### src/rtl/bias_relu.sv
// ----------------------------------------------------------------------------
// bias_relu
//
// Adds a per-column FP32 bias to every element of a ROWS x COLS FP32 matrix and
// applies ReLU. One element is processed per clock, in row-major order,
// through a single shared combinational FP32 adder.
//
// Optional feature (compile-time macro):
//   BIAS_RELU_LEAKY_EN - leaky ReLU. Negative sums are scaled by
//                        2^-LEAK_SHIFT instead of being clamped to zero.
//
// Ports:
//   clk       in   rising-edge clock
//   rst       in   asynchronous active-low reset (0 = reset)
//   start     in   one-cycle request; latches matrix_in and bias_in
//   matrix_in in   [ROWS][COLS][31:0] FP32 input matrix
//   bias_in   in   [COLS][31:0] FP32 bias, one per column
//   busy      out  high while elements are being processed
//   done      out  high while result is valid, held until the next accepted start
//   result    out  [ROWS][COLS][31:0] FP32 activated matrix
// ----------------------------------------------------------------------------
module bias_relu #(
    parameter int unsigned ROWS       = 4,
    parameter int unsigned COLS       = 4,
    parameter int unsigned LEAK_SHIFT = 3
) (
    input  logic                              clk,
    input  logic                              rst,
    input  logic                              start,
    input  logic [ROWS-1:0][COLS-1:0][31:0]   matrix_in,
    input  logic [COLS-1:0][31:0]             bias_in,
    output logic                              busy,
    output logic                              done,
    output logic [ROWS-1:0][COLS-1:0][31:0]   result
);

    localparam int unsigned RW = (ROWS > 1) ? $clog2(ROWS) : 1;
    localparam int unsigned CW = (COLS > 1) ? $clog2(COLS) : 1;

    localparam logic [31:0] QNAN    = 32'h7FC0_0000;
    localparam logic [31:0] NEG_INF = 32'hFF80_0000;

    typedef enum logic [1:0] {
        IDLE = 2'd0,
        RUN  = 2'd1,
        DONE = 2'd2
    } state_t;

    // ------------------------------------------------------------------------
    // FP32 add, round-to-nearest-even, subnormals flushed to zero.
    // The smaller-magnitude operand is aligned to the larger one with three
    // extra bits (guard, round, sticky), so the sign of a non-zero result is
    // always the sign of the larger operand.
    // ------------------------------------------------------------------------
    function automatic logic [31:0] fp_add(input logic [31:0] a, input logic [31:0] b);
        logic              a_nan, b_nan, a_inf, b_inf, a_zero, b_zero;
        logic              swap, sx, sub, found, rnd;
        logic [7:0]        ex, ey, d;
        logic [22:0]       fx, fy;
        logic [26:0]       xs, ys, al, mask, n;
        logic [27:0]       sum;
        logic [4:0]        lz;
        logic signed [9:0] e;
        logic [24:0]       mant;
        logic [31:0]       res;

        a_nan  = (&a[30:23]) && (|a[22:0]);
        b_nan  = (&b[30:23]) && (|b[22:0]);
        a_inf  = (&a[30:23]) && !(|a[22:0]);
        b_inf  = (&b[30:23]) && !(|b[22:0]);
        a_zero = (a[30:23] == 8'd0);
        b_zero = (b[30:23] == 8'd0);

        // Larger magnitude becomes x; {exp,frac} orders like the magnitude.
        swap = (b[30:0] > a[30:0]);
        sx   = swap ? b[31]    : a[31];
        ex   = swap ? b[30:23] : a[30:23];
        fx   = swap ? b[22:0]  : a[22:0];
        ey   = swap ? a[30:23] : b[30:23];
        fy   = swap ? a[22:0]  : b[22:0];
        sub  = a[31] ^ b[31];
        d    = ex - ey;

        xs = {1'b1, fx, 3'b000};
        ys = {1'b1, fy, 3'b000};
        if (d > 8'd26) begin
            al = 27'd1;
        end else begin
            mask = (27'd1 << d) - 27'd1;
            al   = (ys >> d) | {26'd0, |(ys & mask)};
        end

        sum = sub ? ({1'b0, xs} - {1'b0, al}) : ({1'b0, xs} + {1'b0, al});
        e   = $signed({2'b00, ex});

        lz    = 5'd0;
        found = 1'b0;
        for (int i = 26; i >= 0; i--) begin
            if (!found && sum[i]) begin
                lz    = 5'(26 - i);
                found = 1'b1;
            end
        end

        if (sum[27]) begin
            n = {sum[27:2], sum[1] | sum[0]};
            e = e + 10'sd1;
        end else begin
            n = sum[26:0] << lz;
            e = e - $signed({5'd0, lz});
        end

        rnd  = n[2] & (n[3] | n[1] | n[0]);
        mant = {1'b0, n[26:3]} + {24'd0, rnd};
        if (mant[24]) begin
            mant = mant >> 1;
            e    = e + 10'sd1;
        end

        if (a_nan || b_nan || (a_inf && b_inf && sub)) begin
            res = QNAN;
        end else if (a_inf) begin
            res = {a[31], 8'hFF, 23'd0};
        end else if (b_inf) begin
            res = {b[31], 8'hFF, 23'd0};
        end else if (a_zero && b_zero) begin
            res = 32'd0;
        end else if (a_zero) begin
            res = b;
        end else if (b_zero) begin
            res = a;
        end else if (sum == 28'd0) begin
            res = 32'd0;
        end else if (e >= 10'sd255) begin
            res = {sx, 8'hFF, 23'd0};
        end else if (e <= 10'sd0) begin
            res = 32'd0;
        end else begin
            res = {sx, e[7:0], mant[22:0]};
        end
        return res;
    endfunction

    // ------------------------------------------------------------------------
    // Activation: NaN canonicalised, negatives clamped (or leaky-scaled).
    // ------------------------------------------------------------------------
    function automatic logic [31:0] activate(input logic [31:0] s);
        logic [31:0] res;
        if ((&s[30:23]) && (|s[22:0])) begin
            res = QNAN;
        end else if (!s[31]) begin
            res = s;
        end else begin
`ifdef BIAS_RELU_LEAKY_EN
            if (&s[30:23]) begin
                res = NEG_INF;
            end else if (s[30:23] == 8'd0) begin
                res = 32'd0;
            end else if (s[30:23] <= 8'(LEAK_SHIFT)) begin
                res = 32'h8000_0000;
            end else begin
                res = {1'b1, s[30:23] - 8'(LEAK_SHIFT), s[22:0]};
            end
`else
            res = 32'd0;
`endif
        end
        return res;
    endfunction

    state_t                            state_q, state_d;
    logic [ROWS-1:0][COLS-1:0][31:0]   mat_q, result_q;
    logic [COLS-1:0][31:0]             bias_q;
    logic [RW-1:0]                     r_q;
    logic [CW-1:0]                     c_q;
    logic                              accept, last_elem;
    logic [31:0]                       elem_out;

    assign accept    = start && (state_q != RUN);
    assign last_elem = (r_q == RW'(ROWS - 1)) && (c_q == CW'(COLS - 1));
    assign elem_out  = activate(fp_add(mat_q[r_q][c_q], bias_q[c_q]));

    // NOTE: sequential state uses non-blocking assignments so every register
    // samples pre-edge values, regardless of statement order.
    always_ff @(posedge clk or negedge rst) begin
        if (!rst) begin
            state_q <= IDLE;
        end else begin
            state_q <= state_d;
        end
    end

    // NOTE: next_state gets its default before the case so no path leaves it
    // unassigned, which would otherwise infer a latch.
    always_comb begin
        state_d = state_q;
        unique case (state_q)
            IDLE:    if (start)     state_d = RUN;
            RUN:     if (last_elem) state_d = DONE;
            DONE:    if (start)     state_d = RUN;
            default:                state_d = IDLE;
        endcase
    end

    // NOTE: the result array is built from flops, not RAM, so it can and must
    // be cleared by reset along with the operand copies.
    always_ff @(posedge clk or negedge rst) begin
        if (!rst) begin
            mat_q    <= '0;
            bias_q   <= '0;
            r_q      <= '0;
            c_q      <= '0;
            result_q <= '0;
        end else if (accept) begin
            mat_q  <= matrix_in;
            bias_q <= bias_in;
            r_q    <= '0;
            c_q    <= '0;
        end else if (state_q == RUN) begin
            result_q[r_q][c_q] <= elem_out;
            if (c_q == CW'(COLS - 1)) begin
                c_q <= '0;
                r_q <= last_elem ? '0 : r_q + RW'(1);
            end else begin
                c_q <= c_q + CW'(1);
            end
        end
    end

    assign busy   = (state_q == RUN);
    assign done   = (state_q == DONE);
    assign result = result_q;

endmodule

### config.mk
export PLATFORM = sky130hd
export DESIGN_NAME = bias_relu
export DESIGN_NICKNAME = d
export VERILOG_FILES = /design/src/rtl/bias_relu.sv
export SDC_FILE = /design/constraint.sdc
export NUM_CORES = 2
export LEC_CHECK = 0
export CELL_PAD_IN_SITES_DETAIL_PLACEMENT = 0
export CELL_PAD_IN_SITES_GLOBAL_PLACEMENT = 1
export CORE_AREA = 4 4 445 447
export CTS_CLUSTER_DIAMETER = 120
export DETAILED_ROUTE_END_ITERATION = 8
export DIE_AREA = 0 0 449 451
export MAX_ROUTING_LAYER = met4
export PLACE_DENSITY_LB_ADDON = 0.3
export SYNTH_ARGS = -nofsm -noshare
export SYNTH_HDL_FRONTEND = slang
export SYNTH_SLANG_ARGS = --single-unit
### constraint.sdc
create_clock -name clk -period 41.6 [get_ports clk]
set_input_delay 8.32 -clock clk [delete_from_list [all_inputs] [get_ports clk]]
set_output_delay 8.32 -clock clk [all_outputs]
set_load 0.05 [all_outputs]
After elaboration in Yosys (flattened, before gate mapping)
Cells that the tools add are included.
{ "word_totals": {"ramBits": 0, "wordCells": 255, "inputBits": 643, "latchBits": 0, "n_memories": 0, "rom_bits": 0, "reg_bits": 1158, "out_inout_bits": 514} }
{ "op_classes": {"bitwise": 8, "add_sub_neg": 10, "magnitude_cmp": 8, "shifts": 3, "n_reduce_logical": 85, "mux": 95, "n_mul": 0, "n_eq_ne": 7, "n_div": 0} }
{ "ops": {"columns": ["cell", "n"], "rows": [
  ["512-bit bitwise mux", 1],
  ["32-bit 2-to-1 mux", 12],
  ["128-bit binary-select mux with 2-bit select", 1],
  ["128-bit demux with 2-bit select", 1],
  ["128-bit 2-to-1 mux", 2],
  ["32-bit binary-select mux with 2-bit select", 2],
  ["5-bit 2-to-1 mux", 25],
  ["23-bit 2-to-1 mux", 3],
  ["23-bit OR reduction", 3],
  ["32-bit demux with 2-bit select", 1],
  ["31-bit 2-to-1 mux", 2],
  ["27-bit 2-to-1 mux", 2],
  ["1-bit logical AND", 38],
  ["31-bit > comparator", 1],
  ["27-bit by 27-bit adder with 28-bit output", 1],
  ["1-bit zero test", 28],
  ["28-bit zero test", 1],
  ["1-bit 2-to-1 mux", 28],
  ["28-bit 2-to-1 mux", 1],
  ["27-bit by 27-bit subtractor with 28-bit output", 1],
  ["27-bit AND", 1],
  ["27-bit by 1-bit OR with 27-bit output", 1],
  ["27-bit OR reduction", 1],
  ["1-bit by 8-bit left shift with 27-bit output (first input constant)", 1],
  ["other kinds (32)", 58]
]} }

Logic depth before layout (Yosys ltp)
{ "logic_depth": {"depth_word": 115, "mapped_depth": 87, "mapped_depth_nobuf": 68} }

Least setup slack after synthesis
OpenSTA, ideal clock, no wires.
{ "synth_path": {"kind": "register to register", "startpoint": "register r_q[0]", "endpoint": "register result_q (netlist bit result[101])", "t_required_ns": 41.533, "arrival_ns": 15.973, "n_path_buf": 19, "setup_slack_ns": 25.560, "setup_time_ns": 0.067, "path_stages_with_launch": 80, "period_less_slack_ns": 16.040, "path_cell_list": "dfrtp_1 > buf_4 > buf_6 > buf_4 > buf_4 > buf_2 > buf_2 > mux4_2 > nor2_1 > nor2_1 > o21ai_1 > ha_1 > nand4_1 > nor3_1 > nand2_1 > a311o_1 > nand2_1 > buf_2 > [... 44 more ...] > a21oi_1 > inv_1 > a21oi_1 > nand3_1 > o21ai_0 > xor2_1 > nor2_1 > and3_1 > xnor2_1 > nor3_1 > o211ai_1 > mux2i_2 > o31a_1 > clkbuf_1 > o21ai_0 > a21oi_1 > clkbuf_1 > mux2_2"} }
{ "synth_between": {"elab_chain_len": 115, "elab_cells_between_ends": 174, "cone_classes": "add/sub (8); order compare (6); shift (3); mux (81); bitwise (7); reduce/logical (69)"} }
{ "synth_rtl": {"columns": ["element", "line", "rtl"], "rows": [
  ["start, declared", "174", "logic [RW-1:0] r_q;"],
  ["start signal, assigned", "223", "r_q <= last_elem ? '0 : r_q + RW'(1);"],
  ["128-bit binary-select mux with 2-bit select", "181", "assign elem_out = activate(fp_add(mat_q[r_q][c_q], bias_q[c_q]));"],
  ["128-bit 2-to-1 mux (implied by the code)", "181", null],
  ["32-bit binary-select mux with 2-bit select", "181", null],
  ["32-bit 2-to-1 mux (implied by the code)", "181", null],
  ["31-bit > comparator", "75", "swap = (b[30:0] > a[30:0]);"],
  ["8-bit 2-to-1 mux (on tied branches)", "77, 79", null],
  ["8-bit subtractor", "82", "d = ex - ey;"],
  ["1-bit by 8-bit left shift with 27-bit output", "89", "mask = (27'd1 << d) - 27'd1;"],
  ["[... 99 more ...]", null, null],
  ["32-bit 2-to-1 mux", "126", "end else if (a_zero && b_zero) begin"],
  ["32-bit 2-to-1 mux", "124", "end else if (b_inf) begin"],
  ["32-bit 2-to-1 mux", "122", "end else if (a_inf) begin"],
  ["32-bit 2-to-1 mux", "120", "if (a_nan || b_nan || (a_inf && b_inf && sub)) begin"],
  ["23-bit OR reduction / 8-bit AND reduction (equally long branches)", "149", "if ((&s[30:23]) && (|s[22:0])) begin"],
  ["1-bit logical AND", "149", null],
  ["31-bit 2-to-1 mux", "149", null],
  ["512-bit bitwise mux *", "220", "result_q[r_q][c_q] <= elem_out;"],
  ["end signal, assigned by index", "220", null],
  ["end, declared", "172", "logic [ROWS-1:0][COLS-1:0][31:0] mat_q, result_q;"]
]} }
Mark *: on every way between the ends. The rest lies on a longest branch, timed or not. The select of a mux whose other input is x is not followed.
A chain may end at the register's enable or synchronous reset.

Worst setup path in the final report
{ "layout_path": {"startpoint": "register r_q[1]", "endpoint": "register result_q (netlist bit result[381])"} }
Same word-level chain as after synthesis.

==> results.toml <==
[status]
status = "completed"

[clocking]
holdBufCountCts = 0
cts_setup_buffers = 0
clk_latency_ns = 0.83
clk_root_buf = "sky130_fd_sc_hd__clkbuf_16"
maximum_buffer_depth_of_the_clock_tree = 3
clock_sink_count = 1142
post_cts.resized_instances = 0
tritoncts = "built"
numCtsBuffers = 132
clk_pin_slew_ns = 0.06
cts_max_level = 4

[routing]
drc_errors = 0
antenna_violating_nets_post_route = 0
first_pass_iteration_count_of_the_detailed_router = 6
wl_per_cell_um = 31.0
postRouteWirelength_mm = 285
drt_iter0_markers = 4580
via_count = 50576
avgViaCountPerCell = 5.51

[setup_path]
worst_ep_required_time_ns = 42.26
cpLargestDelayFamily = "compound AO/OA/AOI/OAI gates"
worst-r2r-cell-count = 60
critPathKind = "reg -> reg"
worst-path-stages = 60
crit_path_end_kind = "register"
crit_path_start_kind = "register"
timing.critical_path.arrival_ns = 21.50
worst-path-buf-inv = 10
cp_slowest_cell = "sky130_fd_sc_hd__dfrtp_4"
worstPathMaxFanout = 54
delay_of_the_slowest_critical_path_stage_ns = 1.01

[logic_synthesis]
synth_cells = 5474
mappedNetlistArea_um2 = 60900
post_synth.cell_area_avg_um2 = 11.1
yosys_most_used_dff = "sky130_fd_sc_hd__dfrtp_1"
synth_largest_type_area_fraction = 0.469
yosys_register_bits = 1142
yosysSeqAreaShare = 0.469
ys_top_cells_by_area = "sky130_fd_sc_hd__dfrtp_1, sky130_fd_sc_hd__mux2_2, sky130_fd_sc_hd__mux4_2"
synthDominantAreaCellType = "sky130_fd_sc_hd__dfrtp_1"
synth_edf_count = 0
synthesis.yosys.warnings = 0
synth-async-reset-ratio = 1.00
yosys.cell_types.count = 118

[sta]
final_setup_violation_count = 0
maxClockFrequency_mhz = 48.0
final.setup_skew_ns = 0.0704
finalSetupTns_ns = 0
worst-slew-pin-transition_ns = 1.40
timing_max_transition_violations_final = 0
final_hold_viol_count = 0
period_share = 0.501
worst_slack_ns = 20.77
final_critical_period_ns = 20.83
maxSlewHeadroom = 0.0554
finalHoldWorstSlack_ns = 0.474
rsz0062_at_grt = "false"

[global_route]
groute.usage.overall = 0.280
gr-usage-met1 = 0.346
gr-usage-met2 = 0.451
grt-ovfl-total = 0
via_count_of_the_first_global_routing_pass = 50531
global_route.usage.met3 = 0.0560
grt_pass1_wl_mm = 398
antenna_found_initial = 92
top_usage_layer = "met2"
grt_start_max_net_pins = 184

[placed_design]
post_detailed_placement_half_perimeter_wirelength_mm = 219
gp_routability_congestion = 0.942
placement.io_buffers = 1140
number_of_instances_in_the_placed_design = 8854
dpl_worst_slack_ns = 21.05

[floorplanning]
pin_count = 1157
design.die.area_um2 = 202000
die_h_um = 451
design.core.area_um2 = 194000
placement_row_count = 162
initial_utilization = 0.314
dieWidth_um = 449

[final_layout]
nets = 7187
area_growth_pct = 30.7
final-instance-count-excl-fill = 9179
final_layout_size_suffix_gt1_frac = 0.220

[worst_hold_path]
hold_path_depth = 2
hold_path.class = "reg -> reg"

[run]
maxCapViolations = 0
## cells in the final DEF (no fill, tap or decap), types with 133 or more instances in the layout
cell type	n
sky130_fd_sc_hd__nand3_1	139
sky130_fd_sc_hd__mux4_2	158
sky130_fd_sc_hd__nor2_1	261
sky130_fd_sc_hd__dfrtp_1	1138
sky130_fd_sc_hd__o21ai_0	398
sky130_fd_sc_hd__mux2_2	836
sky130_fd_sc_hd__nand2_1	574
sky130_fd_sc_hd__clkbuf_16	133
sky130_fd_sc_hd__a21oi_1	214
sky130_fd_sc_hd__clkdlybuf4s50_1	1139
## kinds of logic (layout without fill, tap and decap cells)
logic type                 count (synthesis)  after routing  share of synthesized area
other                                      1            105                  0.0000615
and+or+nand+nor                         1353           1353                      0.104
muxes                                   1106           1106                      0.231
AOI/OAI and AO/OA                       1182           1182                      0.129
xor gates and xnor gates                  57             57                    0.00832
adders and majority gates                 98             98                     0.0204
buffers and inverters                    535           1594                     0.0376
DFF                                     1142           1142                      0.469
## worst paths after layout
check                                 from           to  slack, ns
worst min register to register  result[10]   result[10]       0.47
worst max-delay path                r_q[1]  result[381]      20.77
max in group asynchronous              rst  result[509]      29.04
min in group asynchronous              rst    mat_q[28]       7.50
worst max register to register      r_q[1]  result[381]      20.77
worst min-delay path            result[10]   result[10]       0.47
## registers in the layout (all words and copies together), names as in the netlist
register and flops:
bias_q 128, c_q 2, mat_q 512, r_q 2
result 496, state_q 2
## worst reg2reg max path, delay by kind of cell (launching register included)
kind | cells | cell delay [ns]
xor+xnor | 1 | 0.26
mux | 3 | 1.30
compound gates | 24 | 7.24
fa+ha+maj | 5 | 1.64
simple gates | 17 | 5.08
buf+inv | 10 | 4.14
flops | 1 | 1.01
## per-stage QoR
| stage | util | area (µm²) |
|---|---|---|
| after floorplan | - | 61000 |
| final | 0.410 | 79600 |
| after global placement | 0.386 | 74900 |
| after global routing | 0.410 | 79600 |
| after CTS | 0.409 | 79400 |
| after detailed placement | 0.386 | 74900 |
## cells in the mapped netlist (all sizes together) (27+ instances only)
library cell  instances
mux2                837
and3                 43
dfrtp              1142
xnor2                39
nor2                265
nand3               144
a311oi               29
a21oi               225
ha                   96
o21ai               412
nand2               578
nor3                 88
a22oi                35
mux4                158
a21o                 29
o31a                 27
clkbuf              277
a211oi               35
inv                 103
nand4                56
mux2i               111
buf                 151
o31ai                77
nor4                 31
a31oi                27
and2                 28
o211ai               37
## cell type report
class / count / area [µm²]
Fill cell: 18769 / 115000
Multi-Input combinational cell: 3812 / 30500
Sequential cell: 1142 / 28600
Timing Repair Buffer: 1251 / 12300
Clock buffer: 189 / 3800
Tap cell: 2542 / 3180
Clock inverter: 47 / 653
Inverter: 107 / 402
Antenna cell: 89 / 223
## per-layer routing
| layer | up-vias | wire (µm) |
|---|---|---|
| met5 | - | 0 |
| met4 | 0 | 12400 |
| li1 | 22203 | - |
| met3 | 405 | 17500 |
| met1 | 26095 | 118000 |
| met2 | 1873 | 137000 |
Power is left out: the tool's default activity adds up to more than one toggle a clock period on the data nets, which glitch-free logic cannot reach.
